**config.mk**
```make
export PLATFORM = sky130hd
export DESIGN_NAME = instr_cycle_controller
export DESIGN_NICKNAME = d
export VERILOG_FILES = /design/src/rtl/instr_cycle_controller.sv
export SDC_FILE = /design/constraint.sdc
export NUM_CORES = 1
export LEC_CHECK = 0
export CAP_MARGIN = 20
export CORE_MARGIN = 8
export CORE_UTILIZATION = 50
export CTS_CLUSTER_DIAMETER = 100
export DETAILED_ROUTE_END_ITERATION = 16
export GPL_ROUTABILITY_DRIVEN = 1
export PLACE_DENSITY = 0.76
export RECOVER_POWER = 100
export SYNTH_ARGS = -nofsm -noshare
export SYNTH_HDL_FRONTEND = slang
export SYNTH_SLANG_ARGS = --single-unit
```
**constraint.sdc**
```tcl
create_clock -name clock -period 2.6 [get_ports clock]
set_clock_uncertainty 0.05 [all_clocks]
set_input_delay 0.65 -clock clock [delete_from_list [all_inputs] [get_ports clock]]
set_output_delay 0.65 -clock clock [all_outputs]
set_load 0.02 [all_outputs]
```
**src/rtl/instr_cycle_controller.sv**
```systemverilog
// Fetch/decode/execute/increment sequencer: strobes are combinational, phases/halt/bus_error registered.
// Memory waits stretch FETCH and LOAD/STORE EXECUTE until mem_ready; clock_enable=0 freezes everything.
module instr_cycle_controller #(
    parameter int TIMEOUT = 15
) (
    input  logic       clock,
    input  logic       clear,
    input  logic       clock_enable,
    input  logic [3:0] opcode,
    input  logic       zero_flag,
    input  logic       mem_ready,
    output logic       fetch,
    output logic       decode,
    output logic       execute,
    output logic       increment,
    output logic       mem_req,
    output logic       mem_write,
    output logic       ir_load,
    output logic       alu_en,
    output logic       acc_load,
    output logic       pc_inc,
    output logic       pc_load,
    output logic       halted,
    output logic       bus_error
);

    localparam logic [3:0] OP_LOAD  = 4'h1;
    localparam logic [3:0] OP_STORE = 4'h2;
    localparam logic [3:0] OP_ADD   = 4'h3;
    localparam logic [3:0] OP_JMP   = 4'h4;
    localparam logic [3:0] OP_JZ    = 4'h5;
    localparam logic [3:0] OP_HALT  = 4'hF;
    localparam logic [7:0] WAIT_LIMIT = 8'(TIMEOUT - 1);

    // One-hot encoding so the phase and halt outputs come straight off flops.
    typedef enum logic [4:0] {
        S_FETCH     = 5'b00001,
        S_DECODE    = 5'b00010,
        S_EXECUTE   = 5'b00100,
        S_INCREMENT = 5'b01000,
        S_HALT      = 5'b10000
    } state_t;

    state_t     state, state_nxt;
    logic [3:0] op_q;
    logic [7:0] wait_cnt, wait_cnt_nxt;
    logic       bus_error_nxt;
    logic       adv;
    logic       op_is_mem;
    logic       wait_state;
    logic       timed_out;
    logic       take_jump;

    assign fetch     = state[0];
    assign decode    = state[1];
    assign execute   = state[2];
    assign increment = state[3];
    assign halted    = state[4];

    always_comb begin
        adv        = clock_enable & ~clear;
        op_is_mem  = (op_q == OP_LOAD) | (op_q == OP_STORE);
        wait_state = (state == S_FETCH) | ((state == S_EXECUTE) & op_is_mem);
        timed_out  = wait_state & ~mem_ready & (wait_cnt == WAIT_LIMIT);
        take_jump  = (op_q == OP_JMP) | ((op_q == OP_JZ) & zero_flag);

        state_nxt = state;
        case (state)
            S_FETCH: begin
                if (mem_ready)      state_nxt = S_DECODE;
                else if (timed_out) state_nxt = S_HALT;
            end
            S_DECODE:    state_nxt = (opcode == OP_HALT) ? S_HALT : S_EXECUTE;
            S_EXECUTE: begin
                if (!op_is_mem || mem_ready) state_nxt = S_INCREMENT;
                else if (timed_out)          state_nxt = S_HALT;
            end
            S_INCREMENT: state_nxt = S_FETCH;
            S_HALT:      state_nxt = S_HALT;
            default:     state_nxt = S_FETCH;
        endcase

        // Counter restarts on every state entry, so each wait gets a fresh budget.
        wait_cnt_nxt = wait_cnt;
        if (state_nxt != state)
            wait_cnt_nxt = 8'd0;
        else if (wait_state && !mem_ready)
            wait_cnt_nxt = wait_cnt + 8'd1;

        bus_error_nxt = bus_error | timed_out;

        mem_req   = wait_state;
        mem_write = (state == S_EXECUTE) & (op_q == OP_STORE);
        ir_load   = adv & (state == S_FETCH) & mem_ready;
        alu_en    = adv & (state == S_EXECUTE) & (op_q == OP_ADD);
        acc_load  = adv & (state == S_EXECUTE) &
                    (((op_q == OP_LOAD) & mem_ready) | (op_q == OP_ADD));
        pc_load   = adv & (state == S_INCREMENT) & take_jump;
        pc_inc    = adv & (state == S_INCREMENT) & ~take_jump;
    end

    always_ff @(posedge clock) begin
        if (clear) begin
            state     <= S_FETCH;
            op_q      <= 4'h0;
            wait_cnt  <= 8'd0;
            bus_error <= 1'b0;
        end else if (clock_enable) begin
            state     <= state_nxt;
            wait_cnt  <= wait_cnt_nxt;
            bus_error <= bus_error_nxt;
            if (state == S_DECODE)
                op_q <= opcode;
        end
    end

endmodule

```
# After elaboration in Yosys (flattened, before gate mapping)
# Cells that the tools add are included.
[word_totals] elab_cells=55 output_inout_bits=13 input_bits=9 ff_bits=18
[op_classes] eq_ne=13 muxes=7 reduce_logical=7 bitwise_logic=23 add_sub_neg=1
[ops] operator="$mux W5" n=4
[ops] operator="$pmux W5 S4" n=1
[ops] operator="$mux W8" n=2
[ops] operator="$and A1 B1 Y1" n=15
[ops] operator="$add A8 B1 Y8 const B" n=1
[ops] operator="$eq A4 B2 Y1 const B" n=2
[ops] operator="$eq A4 B3 Y1 const B" n=2
[ops] operator="$eq A8 B4 Y1 const B" n=1
[ops] operator="$eq A5 B1 Y1 const B" n=1
[ops] operator="$eq A5 B2 Y1 const B" n=1
[ops] operator="$eq A5 B3 Y1 const B" n=1
[ops] operator="$eq A5 B4 Y1 const B" n=1
[ops] operator="$eq A5 B5 Y1 const B" n=1
[ops] operator="$ne A5 B5 Y1" n=1
[ops] operator="$or A1 B1 Y1" n=5
[ops] operator="$eq A4 B1 Y1 const B" n=1
[ops] operator="$eq A4 B4 Y1 const B" n=1
[ops] operator="$reduce_and A2 Y1" n=2
[ops] operator="$not A1 Y1" n=3
[ops] operator="$logic_not A1 Y1" n=2
[ops] operator="$reduce_bool A2 Y1" n=1
[ops] operator="$logic_and A1 B1 Y1" n=1
[ops] operator="$logic_or A1 B1 Y1" n=1

# Depth between registers and ports, before layout
[depth] ltp_word=12 mapped_depth=8 mapped_depth_nobuf=7

# Worst setup path after synthesis
# Ideal clock, no wire load.
[synth_path] path_kind="register to output" start="register state[2]" end="output acc_load" required_time_ns=1.900 arrival_ns=1.576 n_path_buf=1 path_slack_ns=0.324 stages_incl_launch_ff=6 path_cell_list="dfxtp_1 buf_2 nor2b_1 and2_1 nand2_1 nor3_1"
[synth_between] elab_chain_cells=3
[synth_rtl] element="from (decl)" line="44" source="state_t state, state_nxt;"
[synth_rtl] element="from (signal assigned)" line="109" source="state <= state_nxt;"
[synth_rtl] element="$eq A5 B3 Y1" line="96" source="acc_load = adv & (state == S_EXECUTE) &"
[synth_rtl] element="$and A1 B1 Y1 (2 in series)" line="96"
[synth_rtl] element="to (decl)" line="20" source="output logic acc_load,"
# No other way between the ends.

# Worst setup path in the final report
[layout_path] start="input clock_enable" end="output acc_load"
[layout_between] elab_chain_cells=3
[layout_rtl] element="from (decl)" line="8" source="input logic clock_enable,"
[layout_rtl] element="$and A1 B1 Y1" line="61" source="adv = clock_enable & ~clear;"
[layout_rtl] element="$and A1 B1 Y1 (2 in series)" line="96"
# No other way between the ends.

==> Flow_metrics.wiki <==
{| class="wikitable"
! Metric !! Value
|-
| Fin crit period || 2.51 ns
|-
| Sequential share of the synthesized area || between 30% and 40%
|-
| Maximum capacitance violations || 0
|-
| Layout cell share with drive strength beyond 1 || 16.9%
|-
| Wire length after detailed routing || 2770 µm
|-
| Number of antenna violations at the first check in global routing || 0
|-
| Layout Area Growth over Synthesis || 31.1%
|-
| Vias in the first global route || between 1,000 and 1,500
|-
| Full die area || about 3900 µm²
|-
| Critical Path End Type || primary output
|-
| Post-Synthesis Cells || 145
|-
| First-pass GRT wire length || just under 5000 µm
|-
| WL per Instance || roughly 14 µm
|-
| Number of design rule violations left after detail routing || 0
|-
| Post-Synthesis Cell Area || 1070 µm²
|-
| H-tree levels || 1
|-
| Number of nets in the layout || 189
|-
| Most frequent cells in the layout || 23 x nand2_1, 19 x nor2_1, 18 x dfxtp_1, 13 x nand3_1, 13 x a21oi_1
|-
| Post-synth EDFFs || 0
|-
| Pin count of the biggest net entering global routing || 13
|-
| Width of the die || 62.2 µm
|-
| HPWL after DPL || approximately 2100 µm
|-
| Num rows || 16
|-
| Number of hold violations in the final report || 0
|-
| Number of CTS-inserted buffers || 3
|-
| Slack of the worst reg-to-reg path || around 0.47 ns
|-
| Area of the placeable core || between 1500 and 2000 µm²
|-
| Required time at the endpoint of the critical path || 1.90 ns
|-
| Library cell used as clock root buffer || clkbuf_4
|-
| Type of element launching the critical path || input port
|-
| Leading cell types by total area after synthesis || dfxtp_1 34%, nand2_1 8.1%, nor2_1 7.0%, a21oi_1 6.1%, nand3_1 6.1%
|-
| Worst-Margin Slew || 0.513 ns
|-
| Syn nets || between 150 and 200
|-
| Synth Flop Type || dfxtp_1
|-
| Slew Viols, Final || 0
|-
| Area leader, netlist || dfxtp_1
|-
| Clock slew at reported path FFs || ~0.10 ns
|-
| Global route overflow || 0
|-
| Static power due to leakage || slightly below 0.0006 µW
|-
| Post-synthesis cell type count || 37
|-
| Number of port buffers || 21
|-
| Async S/R FF share, synth || 0%
|-
| Count of state elements after synthesis || 18
|-
| Routability cong. || a little over 0.8
|-
| Number of top-level pins || 22
|-
| Final non-filler cell area || about 1400 µm²
|-
| Proportion of netlist area held by the largest area contributor || 33.8%
|-
| Status || complete, no violations
|-
| Critical path arrival || roughly 1.8 ns
|-
| Number of setup buffers added after CTS || 0
|-
| Post-DR vias/cell || 5.62
|-
| Area after detailed placement || about 1400 µm²
|-
| Yosys warns || 0
|-
| Initial DRC count || 59
|-
| Iteration count of the initial detailed-routing pass || 4
|-
| Cell area power density || roughly 400 nW/µm²
|-
| Initial core utilization || between 50% and 60%
|-
| Max stage delay cell, worst path || clkdlybuf4s50_1
|-
| Number of nets still failing antenna checks after routing || 0
|-
| Crit-path max cell delay || a little under 0.5 ns
|-
| Setup repair after global routing missed its margin || false
|-
| Slew HR || 65.7%
|-
| Most common cell after layout, fill and taps aside || nand2_1
|-
| Clock tree from TritonCTS || built
|-
| Routed vias || between 1,000 and 1,500
|-
| Peak VDD IR || between 0.3 and 0.4 mV
|-
| Insertion delay to the later sink of the worst-skew pair || around 0.3 ns
|-
| Num Clock Sinks || 18
|-
| Worst setup path class || in2out
|-
| Critical path peak fanout || 4
|-
| Overall power || 574 µW
|-
| Highest clock frequency the design can meet || 399 MHz
|-
| Diodes inserted || 0
|-
| Number of setup violations in the final report || 0
|-
| Post-synthesis average cell area || ~7.4 µm²
|-
| Vertical die dimension || slightly above 60 µm
|-
| Hold Path Class || reg2reg
|-
| Sequence of cells on the critical path || clkdlybuf4s50_1 > inv_1 > nor2_4 > nand2_1 > nor3_1 > clkbuf_2
|-
| Maximum buffer depth of the clock tree || 2
|-
| Overall routing resource usage || between 10% and 20%
|-
| Final worst path period share || a little over nine tenths
|}
## metal layers
layer,up-vias,GRT usage [%],wire (µm),share of wire (%)
li1,574,-,-,-
met1,540,17.9,1220,44
met2,29,24.6,1390,50
met3,4,2.51,118,4.3
met4,0,6.41,42,1.5
met5,-,0,0,0
## Yosys cell counts, types with 2 or more instances
library cell / instances
nand2_1: 23
nor2_1: 20
dfxtp_1: 18
a21oi_1: 13
nand3_1: 13
o21ai_0: 6
inv_1: 5
nand4_1: 4
buf_2: 3
clkbuf_1: 3
nor2b_1: 3
nor3_1: 3
a221o_1: 2
a31o_2: 2
and2_1: 2
and3_1: 2
and3_2: 2
ha_1: 2
## flip-flops by register name (all words and copies together), names as in the netlist
name	cells
op_q	4
wait_cnt	8
state	5
bus_error	1
## power by group
part           total (µW)  internal [µW]  leakage [µW]  switching (µW)
clock                 177           85.3     0.0000210            91.6
sequential            288            281      0.000146            7.08
combinational         110           52.8      0.000410            56.7
total                 574            419      0.000576             155
## kinds of logic (layout without fill, tap and decap cells)
group	count (synthesis)	after routing	synth area share (%)
flip-flops	18	18	33.8
multiplexers	1	1	0.939
AO/OA/AOI/OAI	31	31	19.1
buffers and inverters	12	44	4.93
AND/OR/NAND/NOR	79	79	36.5
adder cells (fa/ha/maj)	2	2	2.35
XOR/XNOR	2	2	2.35
## worst paths after layout
kind | start | to | cells after the start
max | clock_enable | acc_load | 6
min reg2reg | bus_error$_SDFFE_PP0P_ | bus_error$_SDFFE_PP0P_ | 2
min | bus_error$_SDFFE_PP0P_ | bus_error$_SDFFE_PP0P_ | 2
max reg2reg | state[2]$_SDFFE_PP0P_ | wait_cnt[7]$_SDFFE_PP0P_ | 8
## layout make-up
class | instances | area, µm²
inverter | 5 | 18.8
tap | 27 | 33.8
timing repair buffer | 35 | 280
multi-input combinational | 115 | 668
clock buffer | 4 | 36.3
fill | 167 | 584
sequential | 18 | 360
## worst max-delay path: cells and delay by family
family        cells  cell delay [ns]
buf+inv           3             0.78
simple gates      3             0.38
## metrics by stage
step,instances,hold slack (ns),util (%),setup TNS (ns),worst slack (ns)
2_1_floorplan,145,0.403,-,0,0.324
3_3_place_gp,200,0.403,69.7,-1.86,-0.375
3_5_place_dp,200,0.419,69.7,-2.66,-0.451
4_1_cts,204,0.446,71.3,0,0.00404
5_1_grt,204,0.457,70.5,0,0.0151
6_report,204,0.436,70.5,0,0.0907
## timing repair
| item | in CTS | in global routing |
|---|---|---|
| pin swaps | 0 | 1 |
| endpoints found under the setup margin | 7 | 7 |
| endpoints found under the hold margin | 0 | 0 |
| gates resized for setup | 19 | 7 |
| hold buffers | 0 | 0 |
No activity file was read; power rests on OpenSTA's default activity.
